--- src/rtl/adc_scan_sequencer.sv ---
// adc_scan_sequencer
// Scans NumCh ADC channels over a shared SPI master, one transfer per
// channel. Each result is presented with its channel tag. The block paces
// chip-select idle time between conversions and uses a watchdog to abort a
// hung transfer.
//
// Optional feature macro: ADC_SCAN_CONTINUOUS_EN
//   When defined, the block adds input cont_i. With cont_i=1 at the end of a
//   scan, it restarts at channel 0 without passing through IDLE.
//
// Ports
//   clk_i, rst_i      clock, asynchronous active-high reset
//   start_i           one-cycle scan trigger (accepted only in IDLE)
//   cont_i            continuous-scan enable (only with ADC_SCAN_CONTINUOUS_EN)
//   spi_start_o       one-cycle transfer request to the SPI master
//   spi_tx_o          command word {1'b1, ch, 12'b0}, held outside ISSUE
//   spi_done_i        transfer complete, spi_rx_i valid this cycle
//   spi_rx_i          received word
//   result_o          latched conversion result
//   result_ch_o       channel of result_o
//   result_valid_o    one-cycle pulse when result_o/result_ch_o update
//   busy_o            high whenever not IDLE
//   scan_done_o       one-cycle pulse as the last channel's settle completes
//   err_o             sticky watchdog flag, cleared by the next accepted start
module adc_scan_sequencer #(
    parameter int NumCh         = 8,
    parameter int DataW         = 12,
    parameter int SettleCycles  = 10,
    parameter int TimeoutCycles = 1000
) (
    input  logic             clk_i,
    input  logic             rst_i,
    input  logic             start_i,
`ifdef ADC_SCAN_CONTINUOUS_EN
    input  logic             cont_i,
`endif
    output logic             spi_start_o,
    output logic [15:0]      spi_tx_o,
    input  logic             spi_done_i,
    input  logic [15:0]      spi_rx_i,
    output logic [DataW-1:0] result_o,
    output logic [2:0]       result_ch_o,
    output logic             result_valid_o,
    output logic             busy_o,
    output logic             scan_done_o,
    output logic             err_o
);

    localparam int TW = $clog2(TimeoutCycles + 1);
    localparam int SW = $clog2(SettleCycles + 1);
    localparam logic [2:0] LastCh = 3'(NumCh - 1);

    typedef enum logic [1:0] {
        IDLE   = 2'd0,
        ISSUE  = 2'd1,
        WAIT   = 2'd2,
        SETTLE = 2'd3
    } state_t;

    state_t        state, state_n;
    logic [2:0]    ch, ch_n;
    logic [TW-1:0] tmo_cnt;
    logic [SW-1:0] settle_cnt;
    logic          tmo_end, settle_end;
    logic          done_acc, err_set, err_clr;

    // Upper received bits beyond DataW are intentionally dropped.
    logic unused_rx;
    assign unused_rx = &{1'b0, spi_rx_i};

    // Watchdog fires on the TimeoutCycles-th WAIT cycle.
    assign tmo_end = (tmo_cnt == TW'(TimeoutCycles - 1));
    // SETTLE lasts SettleCycles+1 cycles; the first overlaps result_valid_o.
    assign settle_end = (settle_cnt == SW'(SettleCycles));

    assign busy_o = (state != IDLE);

    always_comb begin
        state_n     = state;
        ch_n        = ch;
        spi_start_o = 1'b0;
        scan_done_o = 1'b0;
        done_acc    = 1'b0;
        err_set     = 1'b0;
        err_clr     = 1'b0;
        case (state)
            IDLE: begin
                if (start_i) begin
                    state_n = ISSUE;
                    ch_n    = 3'd0;
                    err_clr = 1'b1;
                end
            end
            ISSUE: begin
                spi_start_o = 1'b1;
                state_n     = WAIT;
            end
            WAIT: begin
                // A done coinciding with expiry wins over the watchdog.
                if (spi_done_i) begin
                    done_acc = 1'b1;
                    state_n  = SETTLE;
                end else if (tmo_end) begin
                    err_set = 1'b1;
                    state_n = IDLE;
                end
            end
            SETTLE: begin
                if (settle_end) begin
                    if (ch == LastCh) begin
                        scan_done_o = 1'b1;
`ifdef ADC_SCAN_CONTINUOUS_EN
                        if (cont_i) begin
                            state_n = ISSUE;
                            ch_n    = 3'd0;
                        end else begin
                            state_n = IDLE;
                        end
`else
                        state_n = IDLE;
`endif
                    end else begin
                        ch_n    = ch + 3'd1;
                        state_n = ISSUE;
                    end
                end
            end
            default: state_n = IDLE;
        endcase
    end

    always_ff @(posedge clk_i or posedge rst_i) begin
        if (rst_i) begin
            state          <= IDLE;
            ch             <= 3'd0;
            tmo_cnt        <= '0;
            settle_cnt     <= '0;
            spi_tx_o       <= 16'd0;
            result_o       <= '0;
            result_ch_o    <= 3'd0;
            result_valid_o <= 1'b0;
            err_o          <= 1'b0;
        end else begin
            state          <= state_n;
            ch             <= ch_n;
            tmo_cnt        <= (state == WAIT) ? tmo_cnt + TW'(1) : '0;
            settle_cnt     <= (state == SETTLE) ? settle_cnt + SW'(1) : '0;
            result_valid_o <= done_acc;
            // Command is loaded on entry to ISSUE so it is stable during the
            // request and holds afterwards.
            if (state_n == ISSUE) spi_tx_o <= {1'b1, ch_n, 12'd0};
            if (done_acc) begin
                result_o    <= spi_rx_i[DataW-1:0];
                result_ch_o <= ch;
            end
            if (err_set)      err_o <= 1'b1;
            else if (err_clr) err_o <= 1'b0;
        end
    end

endmodule

--- config.mk ---
export PLATFORM = sky130hd
export DESIGN_NAME = adc_scan_sequencer
export DESIGN_NICKNAME = d
export VERILOG_FILES = /design/src/rtl/adc_scan_sequencer.sv
export SDC_FILE = /design/constraint.sdc
export NUM_CORES = 1
export LEC_CHECK = 0
export BUFFER_PORTS_ARGS = -buffer_cell sky130_fd_sc_hd__buf_4
export CAP_MARGIN = 20
export CORE_MARGIN = 5
export CORE_UTILIZATION = 40
export DETAILED_ROUTE_END_ITERATION = 6
export GPL_TIMING_DRIVEN = 0
export RECOVER_POWER = 100
export REMOVE_ABC_BUFFERS = 1
export SLEW_MARGIN = 30
export SYNTH_ARGS = -nofsm -noshare
export SYNTH_HDL_FRONTEND = slang
export SYNTH_SLANG_ARGS = --single-unit
--- constraint.sdc ---
create_clock -name clk_i -period 2.6 [get_ports clk_i]
set_clock_uncertainty 0.05 [all_clocks]
set_input_delay 0 -clock clk_i [delete_from_list [all_inputs] [get_ports clk_i]]
set_output_delay 0 -clock clk_i [all_outputs]
set_load 0.05 [all_outputs]
# Yosys cells after proc, flatten, opt, wreduce, memory -nomap -nowiden
# Cells that the tools add are included.
# word_totals
ff_bits	40
in_bits	20
out_inout_bits	36
word_cells	47
# classes
add_sub_neg	3
eq_ne	7
n_mux	25
reduce_logical	3
# op_table
operator	n
two-way mux 1 bit	14
adder 10 x 1 -> 10 bit (second input constant)	1
equality test 10 bit (second input constant)	1
two-way mux 10 bit	1
two-way mux 3 bit	3
two-way mux 2 bit	4
one-hot mux 2 bit (4 select lines)	1
one-hot mux 3 bit (2 select lines)	1
adder 4 x 1 -> 4 bit (second input constant)	1
equality test 2 x 1 -> 1 bit (second input constant)	2
equality test 2 bit (second input constant)	2
equality test 4 bit (second input constant)	1
two-way mux 4 bit	1
nonzero test 2 bit	2
adder 3 x 1 -> 3 bit (second input constant)	1
equality test 3 bit (second input constant)	1
zero test 2 bit	1

# Depth between registers and ports, before layout
# Gate-level depths: netlist of the first run.
# depth
depth_word	5
depth_mapped	7
mapped_depth_nobuf	7

# Least setup slack after synthesis of the first run
# OpenSTA, ideal clock, no wires.
# synth_path
path_kind	reg2reg
from	reg tmo_cnt[3]
to	reg spi_tx_o[12]
setup_time_ps	128
arrival_ps	1764
t_required_ps	2422
path_slack_ps	658
stages_incl_launch_ff	6
n_path_buf	0
period_less_slack_ps	1942
cell_sequence	dfrtp_1 -> or4b_4 -> o31ai_4 -> a221o_2 -> nand3_2 -> mux2_1
# synth_between
elab_chain_len	5
# synth_lines
item	line_no	text
from (decl)	62	logic [TW-1:0] tmo_cnt;
from (signal assigned)	146	tmo_cnt <= (state == WAIT) ? tmo_cnt + TW'(1) : '0;
equality test 10 bit	72	assign tmo_end = (tmo_cnt == TW'(TimeoutCycles - 1));
two-way mux 2 bit	103	end else if (tmo_end) begin
two-way mux 2 bit	100	if (spi_done_i) begin
one-hot mux 2 bit (4 select lines)	86	case (state)
equality test 2 x 1 -> 1 bit	151	if (state_n == ISSUE) spi_tx_o <= {1'b1, ch_n, 12'd0};
to (signal assigned)	151	
to (decl)	38	output logic [15:0] spi_tx_o,
# No other way between the ends.
# A chain may end at the register's enable or synchronous reset.

# Worst setup path in the final report of the first run
# layout_path
from	reg state[0]
to	reg spi_tx_o[13]
# layout_between
elab_chain_len	4
elab_cells_between_ends	11
classes_between	eq/ne (4); mux (6); reduce/logical (1)
# layout_lines
item	line_no	text
from (decl)	60	state_t state, state_n;
from (signal assigned)	144	state <= state_n;
two-way mux 2 bit	103	
two-way mux 2 bit	100	
one-hot mux 2 bit (4 select lines)	86	
equality test 2 x 1 -> 1 bit	151	
# Parallel ways exist; a longest one is shown, timed or not.

==> out/results.md, run 1 <==
Critical path
• maximum single-stage delay on the critical path: 0.49 ns
• launch point of the worst reg-to-reg path: state[0]
• CP max stage cell: sky130_fd_sc_hd__a221o_2
• cell chain of the critical path: inv_1 > ha_2 > nand2_2 > a221o_2 > nand3_1 > mux2_1
• Arrival @ worst endpoint: 2.53 ns
• cell family contributing the most delay on the critical path: simple AND/OR/NAND/NOR gates
• setup slack of the most critical reg-to-reg path: 0.19 ns
• combined buffer and inverter count along the critical path: 1
• worst reg2reg path endpoint: spi_tx_o[13]
• depth of the worst register-to-register path: 6
• CP Data Required Time: 2.72 ns
• CP max FO: 17
• Crit. End Element: flop
• kind of critical path: reg2reg
• element type at the critical path start: flop

Yosys
• fraction of synthesized cell area taken by the top area cell type: 52.1%
• Distinct cells, synth: 34
• area leader, netlist: sky130_fd_sc_hd__dfrtp_1
• number of instances in the synthesized netlist: 161
• number of synthesized register bits: 40
• synthesized cell area: 1920 sq um
• yosys synthesis warning count: 0
• mean post-synth cell area: 11.9 sq um
• most area-consuming cells after synthesis: sky130_fd_sc_hd__dfrtp_1 52%, sky130_fd_sc_hd__mux2_2 10%, sky130_fd_sc_hd__ha_1 5.2%
• portion of the post-synthesis area used by sequential elements: 52.1%

STA
• Worst Max-Slew Pin Slew: 1.32 ns
• final worst setup slack: 0.194 ns
• total setup violations reported at the end of the flow: 0
• maximum clock frequency: 416 MHz
• number of hold violations in the final report: 0
• worst slew slack as a fraction of its limit: 11.7%
• accumulated negative setup slack: 0 ns
• fraction of the cycle the final worst path needs: 92.6%
• post-layout minimum cycle time: 2.41 ns
• RSZ-0062 raised after global routing: no
• number of max-slew violations in the final report: 0

Global route
• total global routing track utilization: 13.9%
• pin count of the biggest net entering global routing: 25
• vias in the first global route: 1434
• antenna violations before repair: 0
• global route total overflow: 0
• first-pass GRT wire length: 6800 um

Job
• MaxCap Viol Count: 0

Drt
• vias per cell: 4.79
• post-detailed-route DRC marker count: 0
• top sig layer: met4
• number of DRC markers after the initial detailed-route iteration: 42
• metal2 WL: 2010 um
• Met3 Routed Length: 189 um
• routed length per instance: 14.6 um
• number of search-and-repair iterations in the first detailed-routing pass: 4
• WL final: 3970 um
• post-detailed-route count of antenna-violating nets: 0
• vias post-DR: 1302
• total routed wire length on the met1 layer: 1750 um

Die
• core outline area: 4690 sq um
• Top Ports: 56
• Chip Width: 79.3 um
• initial core utilization: 40.9%
• Die Ht: 79.3 um
• overall die area: 6290 sq um
• number of cell rows: 25

Clock tree
• number of post-CTS setup repair buffers: 0
• total clock sinks: 40
• clock buffer depth: 2
• clock input transition at the sequential cells of the worst setup and hold paths: 0.07 ns
• buffer cell driving the clock tree root: sky130_fd_sc_hd__clkbuf_8
• number of H-tree branching levels: 2
• latest clock arrival within the worst-skew pair: 0.29 ns
• clock tree from TritonCTS: done
• Num CTS Buffers: 5

Placement
• worst setup slack after placement: 0.135 ns
• weighted congestion at the end of routability-driven global placement: 0.772
• IO buf count: 39
• Detailed Place HPWL: 2910 um

Pwr
• VDD IR max: 0.386 mV
• Leakage: 1.13 nW
• total power density per cell area: 1010 nW/um^2

Worst hold path
• hold-critical path depth: 3
• launch point of the worst hold path: spi_done_i
• Hold Crit Endpoint: result_valid_o
• class of the tightest hold or removal check: in2reg

Cells and area
• most frequent standard cell in the layout excluding fill and tap cells: sky130_fd_sc_hd__dfrtp_1
• synthesis-to-layout area growth: 24.8%
• commonest non-fill, non-tap cells in the layout: 40 x sky130_fd_sc_hd__dfrtp_1, 25 x sky130_fd_sc_hd__clkbuf_1, 17 x sky130_fd_sc_hd__mux2_2
• ratio of cells with drive above 1 in the final layout: 19.7%
• final-stage net count: 246
• diode insertion count for antenna repair: 0

Status
• result of the run: finished clean

## cell usage after synthesis, drive strengths merged
master,number
a31oi,2
ha,8
o21ai,2
a221o,1
mux2,20
a2bb2oi,1
buf,13
nand2b,2
xor2,4
or3,2
conb,1
a22o,3
clkbuf,2
nor3,2
o31ai,2
inv,6
a311oi,1
xnor2,5
nand3,10
dfrtp,40
nand3b,1
nor2b,4
nor2,5
nand2,10
or4b,1
and3b,1
and2,10
a21boi,1
or2b,1
## state kept, by name, summed over array words and instances, names as in the netlist
name,cells
settle_cnt,4
spi_tx_o,4
state,2
ch,3
tmo_cnt,10
result_o,12
result_ch_o,3
err_o,1
result_valid_o,1
## report_power, final
group          internal, mW  switching (mW)
logic                 0.267           0.739
registers             0.749          0.0768
clock network         0.378           0.206
## worst max path at each step
stage | from | to | slack, ns | cells after the start
final | state[0] | spi_tx_o[13] | 0.19 | 6
after global routing | state[0] | spi_tx_o[13] | 0.08 | 6
after CTS | state[0] | spi_tx_o[13] | 0.10 | 6
after detailed placement | state[0] | spi_tx_o[13] | 0.13 | 6
after global placement | state[0] | spi_tx_o[13] | 0.17 | 6
after floorplan | state[0] | spi_tx_o[12] | 0.48 | 6
## tightest hold or removal path: stages
cell,delay [ns]
sky130_fd_sc_hd__buf_4,0.10
sky130_fd_sc_hd__nand2_2,0.23
sky130_fd_sc_hd__inv_1,0.11
## final cells by class
| class | count | area (sq um) |
|---|---|---|
| Fill cell | 464 | 2290 |
| Clock inverter | 2 | 60.1 |
| Clock buffer | 5 | 68.8 |
| Multi-Input combinational cell | 111 | 831 |
| Timing Repair Buffer | 54 | 347 |
| Inverter | 6 | 22.5 |
| Tap cell | 54 | 67.6 |
| Sequential cell | 40 | 1000 |
## metrics by stage
| stage | cells | util, % | hold WS (ns) | area, sq um | total power, mW |
|---|---|---|---|---|---|
| 6_report | 272 | 51.1 | 0.154 | 2400 | 2.41 |
| 5_1_grt | 272 | 51.1 | 0.170 | 2400 | 2.56 |
| 4_1_cts | 272 | 53.7 | 0.152 | 2520 | 2.56 |
| 3_5_place_dp | 251 | 47.9 | -0.0343 | 2250 | 1.94 |
| 3_3_place_gp | 250 | 47.3 | 0.185 | 2220 | 1.91 |
| 2_1_floorplan | 157 | - | 0.101 | 1860 | 1.63 |
## cells by family (layout without fill, tap and decap cells)
| group | count (synthesis) | count (layout) | synth area share (%) |
|---|---|---|---|
| AOI/OAI and AO/OA | 13 | 13 | 5.93 |
| other | 1 | 12 | 0.195 |
| and+or+nand+nor | 49 | 49 | 14.3 |
| adders and majority gates | 8 | 8 | 5.21 |
| buffers and inverters | 21 | 67 | 6.45 |
| xor gates and xnor gates | 9 | 9 | 4.10 |
| muxes | 20 | 20 | 11.7 |
| DFF | 40 | 40 | 52.1 |
## metal layers
| layer | up-vias | GRT usage, % |
|---|---|---|
| met1 | 617 | 16.2 |
| met2 | 41 | 24.9 |
| met4 | 0 | 2.75 |
| li1 | 639 | - |
| met3 | 5 | 4.31 |
| met5 | - | 0 |
## what timing repair did
item	4_1_cts	5_1_grt
setup endpoints to repair	0	3
gates resized for setup	0	1
endpoints found under the hold margin	53	0
hold buffers	14	0
No activity file was read; power rests on OpenSTA's default activity.
==> run 2, diff against run 1 <==
- CORE_MARGIN: 5 -> not set
==> out/results.md, run 2 (synthesized netlist as in run 1, its figures left out) <==
Status
• result of the run: finished, violations left, was finished clean
• failing checks: DRC

Critical path
• worst reg2reg path endpoint: spi_tx_o[12], was spi_tx_o[13]
• depth of the worst register-to-register path: 6, unchanged
• launch point of the worst reg-to-reg path: state[0], unchanged
• Crit. End Element: flop, unchanged
• setup slack of the most critical reg-to-reg path: 0.20 ns, was 0.19 ns
• kind of critical path: reg2reg, unchanged
• Arrival @ worst endpoint: 2.52 ns, was 2.53 ns
• CP max FO: 17, unchanged
• element type at the critical path start: flop, unchanged
• CP Data Required Time: 2.72 ns, about the same

STA
• number of hold violations in the final report: 0, unchanged
• RSZ-0062 raised after global routing: no, unchanged
• total setup violations reported at the end of the flow: 0, unchanged
• maximum clock frequency: 417 MHz, was 416 MHz
• Worst Max-Slew Pin Slew: 1.25 ns, was 1.32 ns
• worst slew slack as a fraction of its limit: 16.4%, was 11.7%
• number of max-slew violations in the final report: 0, unchanged
• accumulated negative setup slack: 0 ns, unchanged
• fraction of the cycle the final worst path needs: 92.1%, was 92.6%
• post-layout minimum cycle time: 2.40 ns, was 2.41 ns

Drt
• routed length per instance: 13.8 um, was 14.6 um
• post-detailed-route DRC marker count: 3, was 0
• number of search-and-repair iterations in the first detailed-routing pass: 6, was 4
• post-detailed-route count of antenna-violating nets: 0, unchanged
• vias per cell: 4.92, was 4.79
• WL final: 3740 um, was 3970 um
• number of DRC markers after the initial detailed-route iteration: 49, was 42
• vias post-DR: 1334, was 1302

Cells and area
• synthesis-to-layout area growth: 23.2%, was 24.8%
• flip-flop count of the largest register, all copies and words added: 12, unchanged
• diode insertion count for antenna repair: 0, unchanged
• most frequent standard cell in the layout excluding fill and tap cells: sky130_fd_sc_hd__dfrtp_1, unchanged
• Final Instance Count excl. Fillers: 271, was 272
• largest registers: result_o (12), tmo_cnt (10), unchanged
• cell area after layout: 2370 sq um, was 2400 sq um
• final-layout fill cell count: 406, was 464
• final-stage net count: 246, unchanged
• commonest non-fill, non-tap cells in the layout: 40 x sky130_fd_sc_hd__dfrtp_1, 25 x sky130_fd_sc_hd__clkbuf_1, 17 x sky130_fd_sc_hd__mux2_2, unchanged
• top register by number of flip-flops: result_o, unchanged
• ratio of cells with drive above 1 in the final layout: 19.2%, was 19.7%

Placement
• IO buf count: 39, unchanged
• instance area after placement: 2250 sq um, about the same
• weighted congestion at the end of routability-driven global placement: 0.779, was 0.772
• Detailed Place HPWL: 2650 um, was 2910 um
• placed instance count: 249, was 251

Worst hold path
• Hold Crit Endpoint: result_valid_o, unchanged
• launch point of the worst hold path: spi_done_i, unchanged
• hold-critical path depth: 3, unchanged
• class of the tightest hold or removal check: in2reg, unchanged

Global route
• pin count of the biggest net entering global routing: 25, unchanged
• met2 global-route usage: 27.8%, was 24.9%
• vias in the first global route: 1413, was 1434
• layer with the highest usage: met2, unchanged
• antenna violations before repair: 0, unchanged
• global route total overflow: 0, unchanged
• first-pass GRT wire length: 6350 um, was 6800 um
• global routing met3 resource utilization: 4.92%, was 4.31%
• GRT met1 Usage: 18.9%, was 16.2%
• total global routing track utilization: 16.1%, was 13.9%

Clock tree
• total clock sinks: 40, unchanged
• number of H-tree branching levels: 2, unchanged
• buffer cell driving the clock tree root: sky130_fd_sc_hd__clkbuf_8, unchanged
• Num CTS Buffers: 5, unchanged
• clock buffer depth: 2, unchanged
• clock input transition at the sequential cells of the worst setup and hold paths: 0.08 ns, was 0.07 ns
• latest clock arrival within the worst-skew pair: 0.29 ns, about the same
• clock tree from TritonCTS: done, unchanged

Die
• initial core utilization: 42.9%, was 40.9%
• overall die area: 5080 sq um, was 6290 sq um
• Chip Width: 71.3 um, was 79.3 um
• Top Ports: 56, unchanged
• core outline area: 4470 sq um, was 4690 sq um
• Die Ht: 71.3 um, was 79.3 um
• number of cell rows: 24, was 25

Pwr
• final total power: 2.32 mW, was 2.41 mW
• Leakage: 1.13 nW, about the same
• total power density per cell area: 982 nW/um^2, was 1010 nW/um^2
• VDD IR max: 0.443 mV, was 0.386 mV

Job
• MaxCap Viol Count: 0, unchanged

[run 2: cell types whose count changed in the layout (fill, tap and decap cells not counted), sizes merged]
| cell | previous run | this run |
|---|---|---|
| bufinv | 2 | 1 |
| clkinv | 0 | 1 |
| clkinvlp | 0 | 1 |
[run 2: report_power, final]
part	switching [mW]	internal (mW)	total [mW]
Combinational	0.744	0.262	1.01
Clock	0.207	0.284	0.491
Sequential	0.0781	0.749	0.827
[run 2: timing repair]
action	CTS	global route
hold buffers	14	0
hold endpoints to repair	53	0
resized for setup	0	1
buffers inserted	0	0
setup endpoints to repair	0	3
[run 2: final cells by class]
class,count,area (sq um),area share [%]
tap,52,65.1,2.75
inverter,6,22.5,0.952
multi-input combinational,111,820,34.6
clock buffer,5,68.8,2.91
sequential,40,1000,42.3
timing repair buffer,54,347,14.6
clock inverter,3,42.5,1.80
[run 2: stage by stage]
step                      utilization, %  setup slack [ns]  hold slack [ns]
after floorplan                        -             0.481            0.101
after global placement              49.6             0.154            0.183
after detailed placement            50.2             0.110          -0.0340
after CTS                           55.8            0.0758            0.155
after global routing                52.9            0.0528           0.0551
final                               52.9             0.204           0.0375
[run 2: how the worst max path moves through the flow]
stage	startpoint	end	depth (start not counted)
floorplan	state[0]	spi_tx_o[12]	6
global placement	state[0]	spi_tx_o[14]	6
detailed placement	state[0]	spi_tx_o[12]	6
CTS	state[0]	spi_tx_o[12]	6
global route	state[0]	spi_tx_o[14]	6
finish	state[0]	spi_tx_o[12]	6
[run 2: critical path, stage by stage, from the launching register on]
cell	delay, ns
sky130_fd_sc_hd__dfrtp_1	0.45
sky130_fd_sc_hd__inv_1	0.11
sky130_fd_sc_hd__ha_1	0.42
sky130_fd_sc_hd__nand2_4	0.24
sky130_fd_sc_hd__a221o_2	0.45
sky130_fd_sc_hd__nand3_1	0.21
sky130_fd_sc_hd__mux2_1	0.35
[run 2: per-layer routing]
metal  wire length, um  vias up  share of wire (%)
met5                 0        -                  0
met4                89        0                2.4
met3               213       11                5.7
met2              1880       47                 50
met1              1560      641                 42
li1                  -      635                  -
==> run 3, diff against run 2 <==
- BUFFER_PORTS_ARGS: -buffer_cell sky130_fd_sc_hd__buf_4 -> -buffer_cell sky130_fd_sc_hd__buf_2
==> out/results.md, run 3 (synthesized netlist as in run 1, its figures left out) <==
Cells and area
• synthesis-to-layout area growth: 20.8%, was 23.2%
• top register by number of flip-flops: result_o, unchanged
• Final Instance Count excl. Fillers: 271, unchanged
• ratio of cells with drive above 1 in the final layout: 20.5%, was 19.2%
• largest registers: result_o (12), tmo_cnt (10), unchanged
• cell area after layout: 2320 sq um, was 2370 sq um
• commonest non-fill, non-tap cells in the layout: 40 x sky130_fd_sc_hd__dfrtp_1, 25 x sky130_fd_sc_hd__clkbuf_1, 17 x sky130_fd_sc_hd__mux2_2, unchanged
• final-stage net count: 246, unchanged
• flip-flop count of the largest register, all copies and words added: 12, unchanged
• diode insertion count for antenna repair: 0, unchanged
• final-layout fill cell count: 411, was 406
• most frequent standard cell in the layout excluding fill and tap cells: sky130_fd_sc_hd__dfrtp_1, unchanged

Placement
• weighted congestion at the end of routability-driven global placement: 0.816, was 0.779
• worst setup slack after placement: 0.0786 ns, was 0.110 ns
• placed instance count: 249, unchanged
• instance area after placement: 2150 sq um, was 2250 sq um
• Detailed Place HPWL: 2620 um, was 2650 um
• IO buf count: 39, unchanged

Critical path
• CP max stage cell: sky130_fd_sc_hd__a221o_2, was sky130_fd_sc_hd__dfrtp_1
• Crit. End Element: flop, unchanged
• logic depth of the worst setup path including buffers: 6, unchanged
• worst reg2reg path endpoint: spi_tx_o[14], was spi_tx_o[12]
• origin of the worst setup path: state[0], unchanged
• depth of the worst register-to-register path: 6, unchanged
• element type at the critical path start: flop, unchanged
• Arrival @ worst endpoint: 2.47 ns, was 2.52 ns
• crit path capture: spi_tx_o[14], was spi_tx_o[12]
• CP max FO: 17, unchanged
• cell chain of the critical path: inv_1 > ha_2 > nand2_2 > a221o_2 > nand3_2 > mux2_1, was inv_1 > ha_1 > nand2_4 > a221o_2 > nand3_1 > mux2_1
• cell family contributing the most delay on the critical path: compound AO/OA/AOI/OAI gates, was flip-flops
• combined buffer and inverter count along the critical path: 1, unchanged
• setup slack of the most critical reg-to-reg path: 0.25 ns, was 0.20 ns
• CP Data Required Time: 2.73 ns, was 2.72 ns
• maximum single-stage delay on the critical path: 0.49 ns, was 0.45 ns
• kind of critical path: reg2reg, unchanged
• launch point of the worst reg-to-reg path: state[0], unchanged

Clock tree
• clock buffer depth: 2, unchanged
• number of H-tree branching levels: 2, unchanged
• clock input transition at the sequential cells of the worst setup and hold paths: 0.08 ns, about the same
• clock tree from TritonCTS: done, unchanged
• number of post-CTS setup repair buffers: 0, unchanged
• latest clock arrival within the worst-skew pair: 0.29 ns, about the same
• buffer cell driving the clock tree root: sky130_fd_sc_hd__clkbuf_8, unchanged
• total clock sinks: 40, unchanged
• Num CTS Buffers: 5, unchanged

Die
• number of cell rows: 24, unchanged
• overall die area: 5080 sq um, unchanged
• core outline area: 4470 sq um, unchanged
• Top Ports: 56, unchanged
• Die Ht: 71.3 um, unchanged
• Chip Width: 71.3 um, unchanged
• initial core utilization: 42.9%, unchanged

STA
• worst slew slack as a fraction of its limit: 10.4%, was 16.4%
• total setup violations reported at the end of the flow: 0, unchanged
• fraction of the cycle the final worst path needs: 90.4%, was 92.1%
• number of hold violations in the final report: 0, unchanged
• Worst Max-Slew Pin Slew: 1.34 ns, was 1.25 ns
• post-layout minimum cycle time: 2.35 ns, was 2.40 ns
• final worst setup slack: 0.250 ns, was 0.204 ns
• minimum hold slack: 0.182 ns, was 0.0375 ns
• number of max-slew violations in the final report: 0, unchanged
• accumulated negative setup slack: 0 ns, unchanged
• RSZ-0062 raised after global routing: no, unchanged
• maximum clock frequency: 426 MHz, was 417 MHz

Drt
• post-detailed-route count of antenna-violating nets: 0, unchanged
• post-detailed-route DRC marker count: 3, unchanged
• vias per cell: 5.01, was 4.92
• vias post-DR: 1359, was 1334
• WL final: 3820 um, was 3740 um
• number of DRC markers after the initial detailed-route iteration: 45, was 49
• routed length per instance: 14.1 um, was 13.8 um
• number of search-and-repair iterations in the first detailed-routing pass: 6, unchanged

Global route
• vias in the first global route: 1492, was 1413
• met2 global-route usage: 30.2%, was 27.8%
• pin count of the biggest net entering global routing: 26, was 25
• global route total overflow: 0, unchanged
• global routing met3 resource utilization: 4.22%, was 4.92%
• first-pass GRT wire length: 6620 um, was 6350 um
• GRT met1 Usage: 18.0%, was 18.9%
• layer with the highest usage: met2, unchanged
• antenna violations before repair: 0, unchanged
• total global routing track utilization: 17.0%, was 16.1%

Status
• failing checks: DRC, unchanged
• result of the run: finished, violations left, unchanged

Worst hold path
• launch point of the worst hold path: spi_done_i, unchanged
• class of the tightest hold or removal check: in2reg, unchanged

Job
• MaxCap Viol Count: 0, unchanged

Pwr
• Leakage: 1.10 nW, was 1.13 nW
• VDD IR max: 0.401 mV, was 0.443 mV
• total power density per cell area: 964 nW/um^2, was 982 nW/um^2

-- run 3: worst min-delay path, delay by kind of cell --
family                 cells  cell delay [ns]
buffers and inverters      2             0.24
and+or+nand+nor            1             0.24
-- run 3: layer usage --
| layer | part of all wire (%) | routed length (um) |
|---|---|---|
| met5 | 0 | 0 |
| met1 | 41 | 1550 |
| met2 | 52 | 1980 |
| met4 | 3.5 | 132 |
| met3 | 4.2 | 159 |
-- run 3: what timing repair did --
| action | 4_1_cts | 5_1_grt |
|---|---|---|
| setup endpoints to repair | 0 | 4 |
| hold buffers | 14 | 0 |
| hold endpoints to repair | 53 | 0 |
| resized for setup | 0 | 1 |
-- run 3: worst min-delay path by stage --
stage | to | slack, ns | depth (start not counted)
2_1_floorplan | result_o[0] | 0.10 | 1
3_3_place_gp | result_o[9] | 0.18 | 2
3_5_place_dp | tmo_cnt[7] | -0.05 | 2
4_1_cts | result_valid_o | 0.18 | 3
5_1_grt | result_valid_o | 0.22 | 3
6_report | result_valid_o | 0.18 | 3
-- run 3: report_power, final --
group	total, mW	switching, mW	internal [mW]	leakage (nW)
Combinational	1.01	0.745	0.265	0.531
Sequential	0.825	0.0759	0.749	0.525
Clock	0.403	0.216	0.187	0.0479
-- run 3: cell type report --
class                           count  area (sq um)  area share, %
Clock buffer                        5          68.8           2.96
Multi-Input combinational cell    111           836           36.0
Clock inverter                      3          18.8          0.809
Sequential cell                    40          1000           43.1
Tap cell                           52          65.1           2.80
Timing Repair Buffer               54           309           13.3
Inverter                            6          22.5          0.970
-- run 3: through the flow --
| step | utilization [%] | power (mW) |
|---|---|---|
| after global placement | 47.4 | 1.82 |
| after detailed placement | 48.0 | 1.86 |
| after CTS | 53.1 | 2.29 |
| final | 51.9 | 2.24 |
| after global routing | 51.9 | 2.36 |
| after floorplan | - | 1.63 |
